## src/rtl/traffic_pkg.sv

```systemverilog
// Shared lamp encodings and phase enumeration for the traffic phase sequencer.
package traffic_pkg;

    localparam int unsigned LAMP_W = 3;

    localparam logic [LAMP_W-1:0] LIGHT_OFF    = 3'b000;
    localparam logic [LAMP_W-1:0] LIGHT_RED    = 3'b001;
    localparam logic [LAMP_W-1:0] LIGHT_YELLOW = 3'b010;
    localparam logic [LAMP_W-1:0] LIGHT_GREEN  = 3'b100;

    typedef enum logic [1:0] {
        PH_ALLRED = 2'b00,
        PH_GREEN  = 2'b01,
        PH_YELLOW = 2'b10,
        PH_FLASH  = 2'b11
    } phase_t;

endpackage

```

## src/rtl/rr_dir_arbiter.sv

```systemverilog
// Combinational round-robin pick: searches from last+1 wrapping through last inclusive.
module rr_dir_arbiter #(
    parameter int unsigned NUM_DIR = 4,
    parameter int unsigned DIR_W   = $clog2(NUM_DIR)
) (
    input  logic [NUM_DIR-1:0] demand,
    input  logic [DIR_W-1:0]   last,
    output logic               valid,
    output logic [DIR_W-1:0]   next_dir
);

    int unsigned idx;

    // First demanding approach after the last granted one wins.
    always_comb begin
        valid    = 1'b0;
        next_dir = last;
        idx      = 0;
        for (int unsigned i = 1; i <= NUM_DIR; i++) begin
            idx = (32'(last) + i) % NUM_DIR;
            if (!valid && demand[idx]) begin
                valid    = 1'b1;
                next_dir = DIR_W'(idx);
            end
        end
    end

endmodule

```

## src/rtl/traffic_phase_sequencer.sv

```systemverilog
// Timed multi-approach signal controller: GREEN -> YELLOW -> ALL-RED per approach,
// round-robin among demanding approaches, registered one-hot lamps.
// Optional feature macro: TRAFFIC_FLASH_EN (adds `flash` input and the FLASH phase).
module traffic_phase_sequencer
    import traffic_pkg::*;
#(
    parameter int unsigned NUM_DIR      = 4,
    parameter int unsigned CNT_W        = 16,
    parameter int unsigned GREEN_TICKS  = 30,
    parameter int unsigned YELLOW_TICKS = 4,
    parameter int unsigned ALLRED_TICKS = 2,
    localparam int unsigned DIR_W       = $clog2(NUM_DIR)
) (
    input  logic                      clk,
    input  logic                      reset,
    input  logic                      tick_en,
    input  logic                      enable,
    input  logic [NUM_DIR-1:0]        demand,
`ifdef TRAFFIC_FLASH_EN
    input  logic                      flash,
`endif
    output logic [LAMP_W*NUM_DIR-1:0] light,
    output logic [DIR_W-1:0]          active_dir,
    output logic [1:0]                phase,
    output logic                      phase_done
);

    localparam longint unsigned CNT_SPAN = 64'd1 << CNT_W;

    // Configuration sanity checks at elaboration.
    if (NUM_DIR < 2) begin : g_bad_num_dir
        $error("traffic_phase_sequencer: NUM_DIR must be >= 2");
    end
    if (GREEN_TICKS < 1 || YELLOW_TICKS < 1 || ALLRED_TICKS < 1) begin : g_bad_ticks
        $error("traffic_phase_sequencer: *_TICKS must be >= 1");
    end
    if (64'(GREEN_TICKS) - 64'd1 >= CNT_SPAN ||
        64'(YELLOW_TICKS) - 64'd1 >= CNT_SPAN ||
        64'(ALLRED_TICKS) - 64'd1 >= CNT_SPAN) begin : g_bad_cnt_w
        $error("traffic_phase_sequencer: CNT_W too narrow for *_TICKS");
    end

    localparam logic [CNT_W-1:0] GREEN_RELOAD  = CNT_W'(GREEN_TICKS - 1);
    localparam logic [CNT_W-1:0] YELLOW_RELOAD = CNT_W'(YELLOW_TICKS - 1);
    localparam logic [CNT_W-1:0] ALLRED_RELOAD = CNT_W'(ALLRED_TICKS - 1);

    localparam logic [LAMP_W*NUM_DIR-1:0] ALL_RED    = {NUM_DIR{LIGHT_RED}};
`ifdef TRAFFIC_FLASH_EN
    localparam logic [LAMP_W*NUM_DIR-1:0] ALL_YELLOW = {NUM_DIR{LIGHT_YELLOW}};
    localparam logic [LAMP_W*NUM_DIR-1:0] ALL_OFF    = {NUM_DIR{LIGHT_OFF}};
`endif

    phase_t             state;
    logic [CNT_W-1:0]   cnt;
    logic               arb_valid;
    logic [DIR_W-1:0]   arb_next;
    logic [NUM_DIR-1:0] own_mask;
    logic               other_demand;

    // Lamp word with one approach showing `color` and every other approach red.
    function automatic logic [LAMP_W*NUM_DIR-1:0] lamp_one(
        input logic [DIR_W-1:0]  d,
        input logic [LAMP_W-1:0] color
    );
        logic [LAMP_W*NUM_DIR-1:0] w;
        w = ALL_RED;
        for (int unsigned i = 0; i < NUM_DIR; i++) begin
            if (DIR_W'(i) == d) begin
                w[LAMP_W*i +: LAMP_W] = color;
            end
        end
        return w;
    endfunction

    rr_dir_arbiter #(
        .NUM_DIR (NUM_DIR),
        .DIR_W   (DIR_W)
    ) u_arb (
        .demand   (demand),
        .last     (active_dir),
        .valid    (arb_valid),
        .next_dir (arb_next)
    );

    // Demand from any approach other than the one currently holding green.
    assign own_mask     = NUM_DIR'(1) << active_dir;
    assign other_demand = |(demand & ~own_mask);
    assign phase        = 2'(state);

    // Phase FSM, tick counter, lamp register and exit pulse.
    always_ff @(posedge clk or posedge reset) begin
        if (reset) begin
            state      <= PH_ALLRED;
            active_dir <= DIR_W'(NUM_DIR - 1);
            cnt        <= ALLRED_RELOAD;
            light      <= ALL_RED;
            phase_done <= 1'b0;
        end else begin
            phase_done <= 1'b0;
`ifdef TRAFFIC_FLASH_EN
            if (flash) begin
                if (state != PH_FLASH) begin
                    state      <= PH_FLASH;
                    light      <= ALL_YELLOW;
                    phase_done <= 1'b1;
                end else if (tick_en) begin
                    light <= (light == ALL_YELLOW) ? ALL_OFF : ALL_YELLOW;
                end
            end else if (state == PH_FLASH) begin
                state      <= PH_ALLRED;
                cnt        <= ALLRED_RELOAD;
                light      <= ALL_RED;
                phase_done <= 1'b1;
            end else
`endif
            if (enable && tick_en) begin
                if (cnt != '0) begin
                    cnt <= cnt - CNT_W'(1);
                end else begin
                    phase_done <= 1'b1;
                    case (state)
                        PH_ALLRED: begin
                            if (arb_valid) begin
                                state      <= PH_GREEN;
                                active_dir <= arb_next;
                                cnt        <= GREEN_RELOAD;
                                light      <= lamp_one(arb_next, LIGHT_GREEN);
                            end else begin
                                cnt <= ALLRED_RELOAD;
                            end
                        end
                        PH_GREEN: begin
                            if (other_demand) begin
                                state <= PH_YELLOW;
                                cnt   <= YELLOW_RELOAD;
                                light <= lamp_one(active_dir, LIGHT_YELLOW);
                            end else begin
                                cnt <= GREEN_RELOAD;
                            end
                        end
                        PH_YELLOW: begin
                            state <= PH_ALLRED;
                            cnt   <= ALLRED_RELOAD;
                            light <= ALL_RED;
                        end
                        default: begin
                            state <= PH_ALLRED;
                            cnt   <= ALLRED_RELOAD;
                            light <= ALL_RED;
                        end
                    endcase
                end
            end
        end
    end

endmodule

```

## config.mk

```make
export PLATFORM = sky130hd
export DESIGN_NAME = traffic_phase_sequencer
export DESIGN_NICKNAME = d
export VERILOG_FILES = /design/src/rtl/traffic_pkg.sv /design/src/rtl/rr_dir_arbiter.sv /design/src/rtl/traffic_phase_sequencer.sv
export SDC_FILE = /design/constraint.sdc
export NUM_CORES = 1
export LEC_CHECK = 0
export CORE_UTILIZATION = 50
export CTS_CLUSTER_SIZE = 28
export DETAILED_ROUTE_END_ITERATION = 10
export GPL_TIMING_DRIVEN = 1
export PLACE_DENSITY = 0.76
export SYNTH_ARGS = -nofsm -noshare
export SYNTH_HDL_FRONTEND = slang
export SYNTH_SLANG_ARGS = --single-unit
export TNS_END_PERCENT = 5
```

## constraint.sdc

```tcl
create_clock -name clk -period 3.4 [get_ports clk]
set_input_delay 0.51 -clock clk [delete_from_list [all_inputs] [get_ports clk]]
set_output_delay 0.51 -clock clk [all_outputs]
set_load 0.005 [all_outputs]
```

==> results_dict.tcl, run 1 <==
set metrics [dict create \
    synth_top_cell_by_area "dfrtp_1" \
    slowest_stage "dfstp_2" \
    r2r-start "active_dir[0]" \
    end_kind "flop" \
    num_rows 22 \
    drtAntennaViolNets 0 \
    viasPerCell 5.91 \
    netlist_top_cells_area "dfrtp_1, dfstp_2, ha_1" \
    cp-start-kind "flop" \
    syn_inst 197 \
    drt-initial-drc-count 116 \
    antenna_cells 0 \
    place.gp.congestion 1.01 \
    grt_use_total_pct 24.9 \
    hold_violations 0 \
    criticalPathCategory "reg2reg" \
    wl_per_cell_um 16.2 \
    vdd.ir_drop.worst_mv 0.331 \
    antenna_found_initial 0 \
    grt.overflow.total 0 \
    synth_sequential_area_ratio_pct 42.7 \
    status "finished clean" \
    fmax_mhz 318 \
    routed_wl_mm 4.45 \
    hold_path.class "reg2reg" \
    setup_tns_ns 0 \
    hpwlAfterDp_mm 3.10 \
    p_leak_nw 1.03 \
    boundaryPins 25 \
    synth_top_cells_by_count "dfrtp_1, nor2_1, nand2_1" \
    whs_ns 0.482 \
    root_buffer "clkbuf_8" \
    chipWidth_um 64.5 \
    endpoint "light[9]" \
    yosysMostFrequentCell "dfrtp_1" \
    synth_nets 211 \
    grt_max_degree 34 \
    maxCapViolations 0 \
    yosys_warnings 0 \
    core_sq_um 3720 \
    critical-path-max-stage-delay_ns 0.74 \
    crit_chain "inv_1 -> ha_1 -> mux4_2 -> or4_1 -> and3_1 -> a211o_1" \
    die_area_sq_um 4170 \
    synth_flop_cell "dfrtp_1" \
    critPathLaunch "active_dir[0]" \
    reg2reg_to "light[9]" \
    rrSetupSlack_ns 0.26 \
    start_util_pct 52.6 \
    drc 0 \
    drt-pass1-iter-count 4 \
    fin_nets 240 \
    pre_cts_ws_ns 0.258 \
    htreeDepth 2 \
    synthArstFlopShare_pct 100 \
    synth_cell_types 50 \
    min_period_over_period_pct 92.4 \
    cp_max_fo 15 \
    relSlewSlack_pct 54.8 \
    cts_num_sinks 33 \
    clock_latency_ns 0.30 \
    numCtsBuffers 5 \
    cp.arrival_ns 3.37 \
    grt_setup_unrepaired "false" \
    path_clk_slew_ns 0.07 \
    setup_viol 0 \
    clk_path_buf_depth 2 \
    area_delta_synth_final_pct 21.5 \
    ys_ff_latch 33 \
    powerDensity_nw_per_um2 686 \
    grt_pass1_wl_mm 7.80 \
    syn_area_sq_um 1960 \
    grt_pass1_vias 1627 \
    layout_min_cycle_time_ns 3.14 \
    synth_area_per_cell_sq_um 9.93 \
    seqCellArea_sq_um 835 \
    finalWorstSetupSlack_ns 0.260 \
    reg2reg_depth 6 \
    ctsHoldBuffers 0 \
    post-cts-setup-buffer-count 0 \
    fin_skew_ns 0.00628 \
    synth_top_area_share_pct 33.3 \
    die_h_um 64.5 \
    worst_pin_slew_ns 0.661 \
    required_ns 3.62 \
    cts_tree "yes" \
    cts_resized 0 \
    synth_edf_count 0 \
    drv_slew 0 \
    routed-via-count 1624 \
    layout-drive-gt1-share_pct 14.5 \
    multiInputGateArea_sq_um 1050 \
    port_buffers 24 \
    nFillCells 323 \
]
==> layer usage <==
layer | GRT usage [%] | up-vias | part of all wire, %
li1 | - | 774 | -
met1 | 32.6 | 775 | 46
met2 | 37.1 | 64 | 46
met3 | 8.10 | 11 | 6.3
met4 | 11.9 | 0 | 2.5
met5 | 0 | - | 0
==> cells by family (layout without fill, tap and decap cells) <==
kind of cell	Yosys count	count (layout)	synth area share (%)
xor+xnor	9	9	4.03
compound gates	44	44	18.4
simple gates	79	79	21.9
flops	33	33	42.7
fa+ha+maj	6	6	3.84
mux	9	9	5.44
buf+inv	17	47	3.71
==> layout make-up <==
type | count | area share, %
multi-input cells | 147 | 44.2
flip-flops and latches | 33 | 35.1
repair buffers | 29 | 11.7
clock buffers | 7 | 3.63
well taps | 48 | 2.53
inverters | 10 | 1.58
clock inverters | 1 | 1.26
==> registers in the layout (all words and copies together), names as in the netlist <==
| name | flops |
|---|---|
| active_dir | 2 |
| cnt | 16 |
| light | 12 |
| phase | 2 |
| phase_done | 1 |
==> through the flow <==
step | instance area, sq um | std cells | util [%] | total power, mW
2_1_floorplan | 1960 | 197 | - | 1.03
3_3_place_gp | 2260 | 267 | 60.8 | 1.20
3_5_place_dp | 2260 | 267 | 60.8 | 1.24
4_1_cts | 2370 | 275 | 63.9 | 1.64
5_1_grt | 2380 | 275 | 63.9 | 1.74
6_report | 2380 | 275 | 63.9 | 1.63
==> report_power, final <==
group | internal (mW) | switching (mW) | total (mW)
logic | 0.289 | 0.283 | 0.572
clock network | 0.239 | 0.150 | 0.389
registers | 0.539 | 0.130 | 0.669
==> worst max-delay path, delay by kind of cell, from the launching register on <==
family	cells	cell delay [ns]
buffers and inverters	1	0.24
flip-flops	1	0.74
multiplexers	1	0.37
AND/OR/NAND/NOR	2	0.92
AO/OA/AOI/OAI	1	0.30
adder cells (fa/ha/maj)	1	0.50
==> placed cells by master (no fill, tap or decap), drive strengths merged, types with 6 or more instances in the layout <==
master	n
or4	6
nand2	13
clkdlybuf4s50	24
a21o	6
nor2	21
a21oi	6
inv	10
xnor2	6
ha	6
dfstp	7
clkbuf	7
dfrtp	26
o21ai	6
==> worst min-delay path by stage <==
stage / slack (ns) / cells past startpoint / from / to
global placement: 0.46 / 1 / light[7] / light[7]
detailed placement: 0.47 / 1 / light[2] / light[2]
CTS: 0.49 / 1 / light[2] / light[2]
floorplan: 0.47 / 1 / light[3] / light[3]
global route: 0.49 / 1 / light[2] / light[2]
finish: 0.48 / 1 / light[2] / light[2]
No activity file was read; power rests on OpenSTA's default activity.
==> run 2: changes to the inputs <==
--- a/config.mk
+++ b/config.mk
@@ -7,4 +7,5 @@
 export LEC_CHECK = 0
+export CORE_ASPECT_RATIO = 0.9
 export CORE_UTILIZATION = 50
-export CTS_CLUSTER_SIZE = 28
+export CTS_CLUSTER_SIZE = 25
 export DETAILED_ROUTE_END_ITERATION = 10
--- a/constraint.sdc
+++ b/constraint.sdc
@@ -3,2 +3,2 @@
 set_output_delay 0.51 -clock clk [all_outputs]
-set_load 0.005 [all_outputs]
+set_load 0.1 [all_outputs]
==> results_dict.tcl, run 2 (synthesis results as in run 1) <==
set metrics [dict create \
    powerDensity_nw_per_um2 829 \
    criticalPathCategory "reg2reg" \
    drc 0 \
    layout_commonest_cell "dfrtp_1" \
    relSlewSlack_pct 34.7 \
    pre_cts_ws_ns 0.352 \
    chipWidth_um 67.9 \
    antenna_cells 0 \
    cts_tree "yes" \
    setup_viol 0 \
    reg2reg_to "active_dir[0]" \
    drv_slew 0 \
    clk_path_buf_depth 2 \
    cp_max_fo 15 \
    p_leak_nw 1.03 \
    area_delta_synth_final_pct 20.3 \
    hold_end "light[8]" \
    cp.arrival_ns 3.33 \
    hold_violations 0 \
    most-common-layout-cells "dfrtp_1, nor2_1, clkdlybuf4s50_1" \
    routed_wl_mm 4.54 \
    fin_cells 272 \
    fmax_mhz 322 \
    cts_resized 0 \
    die_area_sq_um 4170 \
    numCtsBuffers 5 \
    hpwlAfterDp_mm 3.28 \
    reg2reg_depth 7 \
    grt_pass1_wl_mm 7.39 \
    place.gp.congestion 0.863 \
    seqCellArea_sq_um 838 \
    fin_nets 239 \
    core_sq_um 3730 \
    drt-initial-drc-count 139 \
    largest_register_ff_count 16 \
    whs_ns 0.484 \
    finalWorstSetupSlack_ns 0.293 \
    clock_latency_ns 0.30 \
    hold_path.class "reg2reg" \
    largestRegisters "cnt: 16 flops, light: 12 flops" \
    die_h_um 61.3 \
    root_buffer "clkbuf_8" \
    rrSetupSlack_ns 0.29 \
    viasPerCell 6.07 \
    layout_min_cycle_time_ns 3.11 \
    setup_tns_ns 0 \
    grt.overflow.total 0 \
    maxCapViolations 0 \
    status "finished clean" \
    cp-start-kind "flop" \
    grt_max_degree 34 \
    wl_per_cell_um 16.7 \
    num_rows 21 \
    grt_use_total_pct 24.4 \
    worst_pin_slew_ns 0.977 \
    routed-via-count 1652 \
    boundaryPins 25 \
    required_ns 3.63 \
    drt-pass1-iter-count 5 \
    layout-drive-gt1-share_pct 17.3 \
    min_period_over_period_pct 91.4 \
    cts_num_sinks 33 \
    antenna_found_initial 0 \
    multiInputGateArea_sq_um 1050 \
    post-cts-setup-buffer-count 0 \
    start_util_pct 52.4 \
    dp.cells 264 \
    path_clk_slew_ns 0.08 \
    drtAntennaViolNets 0 \
    fin_skew_ns 0.00698 \
    r2r-start "active_dir[0]" \
    grt_pass1_vias 1539 \
    port_buffers 24 \
    htreeDepth 2 \
    nFillCells 317 \
    regMostFlops "cnt" \
    vdd.ir_drop.worst_mv 0.386 \
    hold_depth 1 \
    end_kind "flop" \
    ctsHoldBuffers 0 \
    min-delay-start "light[8]" \
    grt_setup_unrepaired "false" \
]
==> run 2: cell types whose count changed in the layout (fill, tap and decap cells not counted), sizes merged <==
| cell | change |
|---|---|
| clkdlybuf4s50 | -6 |
| clkinvlp | +1 |
| clkinv | +1 |
| buf | +5 |
| clkbuf | -2 |
==> run 2: layer usage <==
layer,vias to the layer above,GRT usage (%),wire length (um)
met4,0,7.44,63
met5,-,0,0
met3,8,7.41,318
met1,811,35.5,2120
li1,772,-,-
met2,61,34.7,2040
==> run 2: layout make-up <==
class	instances	area share, %
flip-flops and latches	33	35.6
inverters	10	1.59
multi-input cells	147	44.6
clock buffers	5	2.92
well taps	46	2.45
clock inverters	3	1.97
repair buffers	28	10.8
==> run 2: worst max-delay path by stage <==
stage | slack, ns | endpoint | startpoint
after floorplan | 0.10 | light[9] | active_dir[0]
after global placement | 0.53 | light[9] | active_dir[0]
after detailed placement | 0.35 | active_dir[0] | active_dir[0]
after CTS | 0.34 | active_dir[0] | active_dir[0]
after global routing | 0.09 | active_dir[0] | active_dir[0]
final | 0.29 | active_dir[0] | active_dir[0]
==> run 2: critical path, cell delays in order (launching register included) <==
cell and delay, ns:
dfstp_4 0.73, inv_1 0.18, ha_1 0.50, mux4_2 0.38, o221a_2 0.18, a2111oi_1 0.62, a21oi_1 0.13, mux2_1 0.33
==> run 2: per-stage QoR <==
step	instance area (sq um)	total power, mW	util, %
after floorplan	1960	1.36	-
after global placement	2240	1.52	60.0
after detailed placement	2240	1.57	60.0
after CTS	2350	1.95	63.1
after global routing	2350	2.06	63.1
final	2350	1.95	63.1
==> run 2: power by group <==
group	leakage (nW)	internal (mW)	total, mW	switching (mW)
Sequential	0.411	0.540	0.677	0.136
Clock	0.0543	0.219	0.379	0.160
Combinational	0.560	0.279	0.894	0.615
Total	1.03	1.04	1.95	0.911
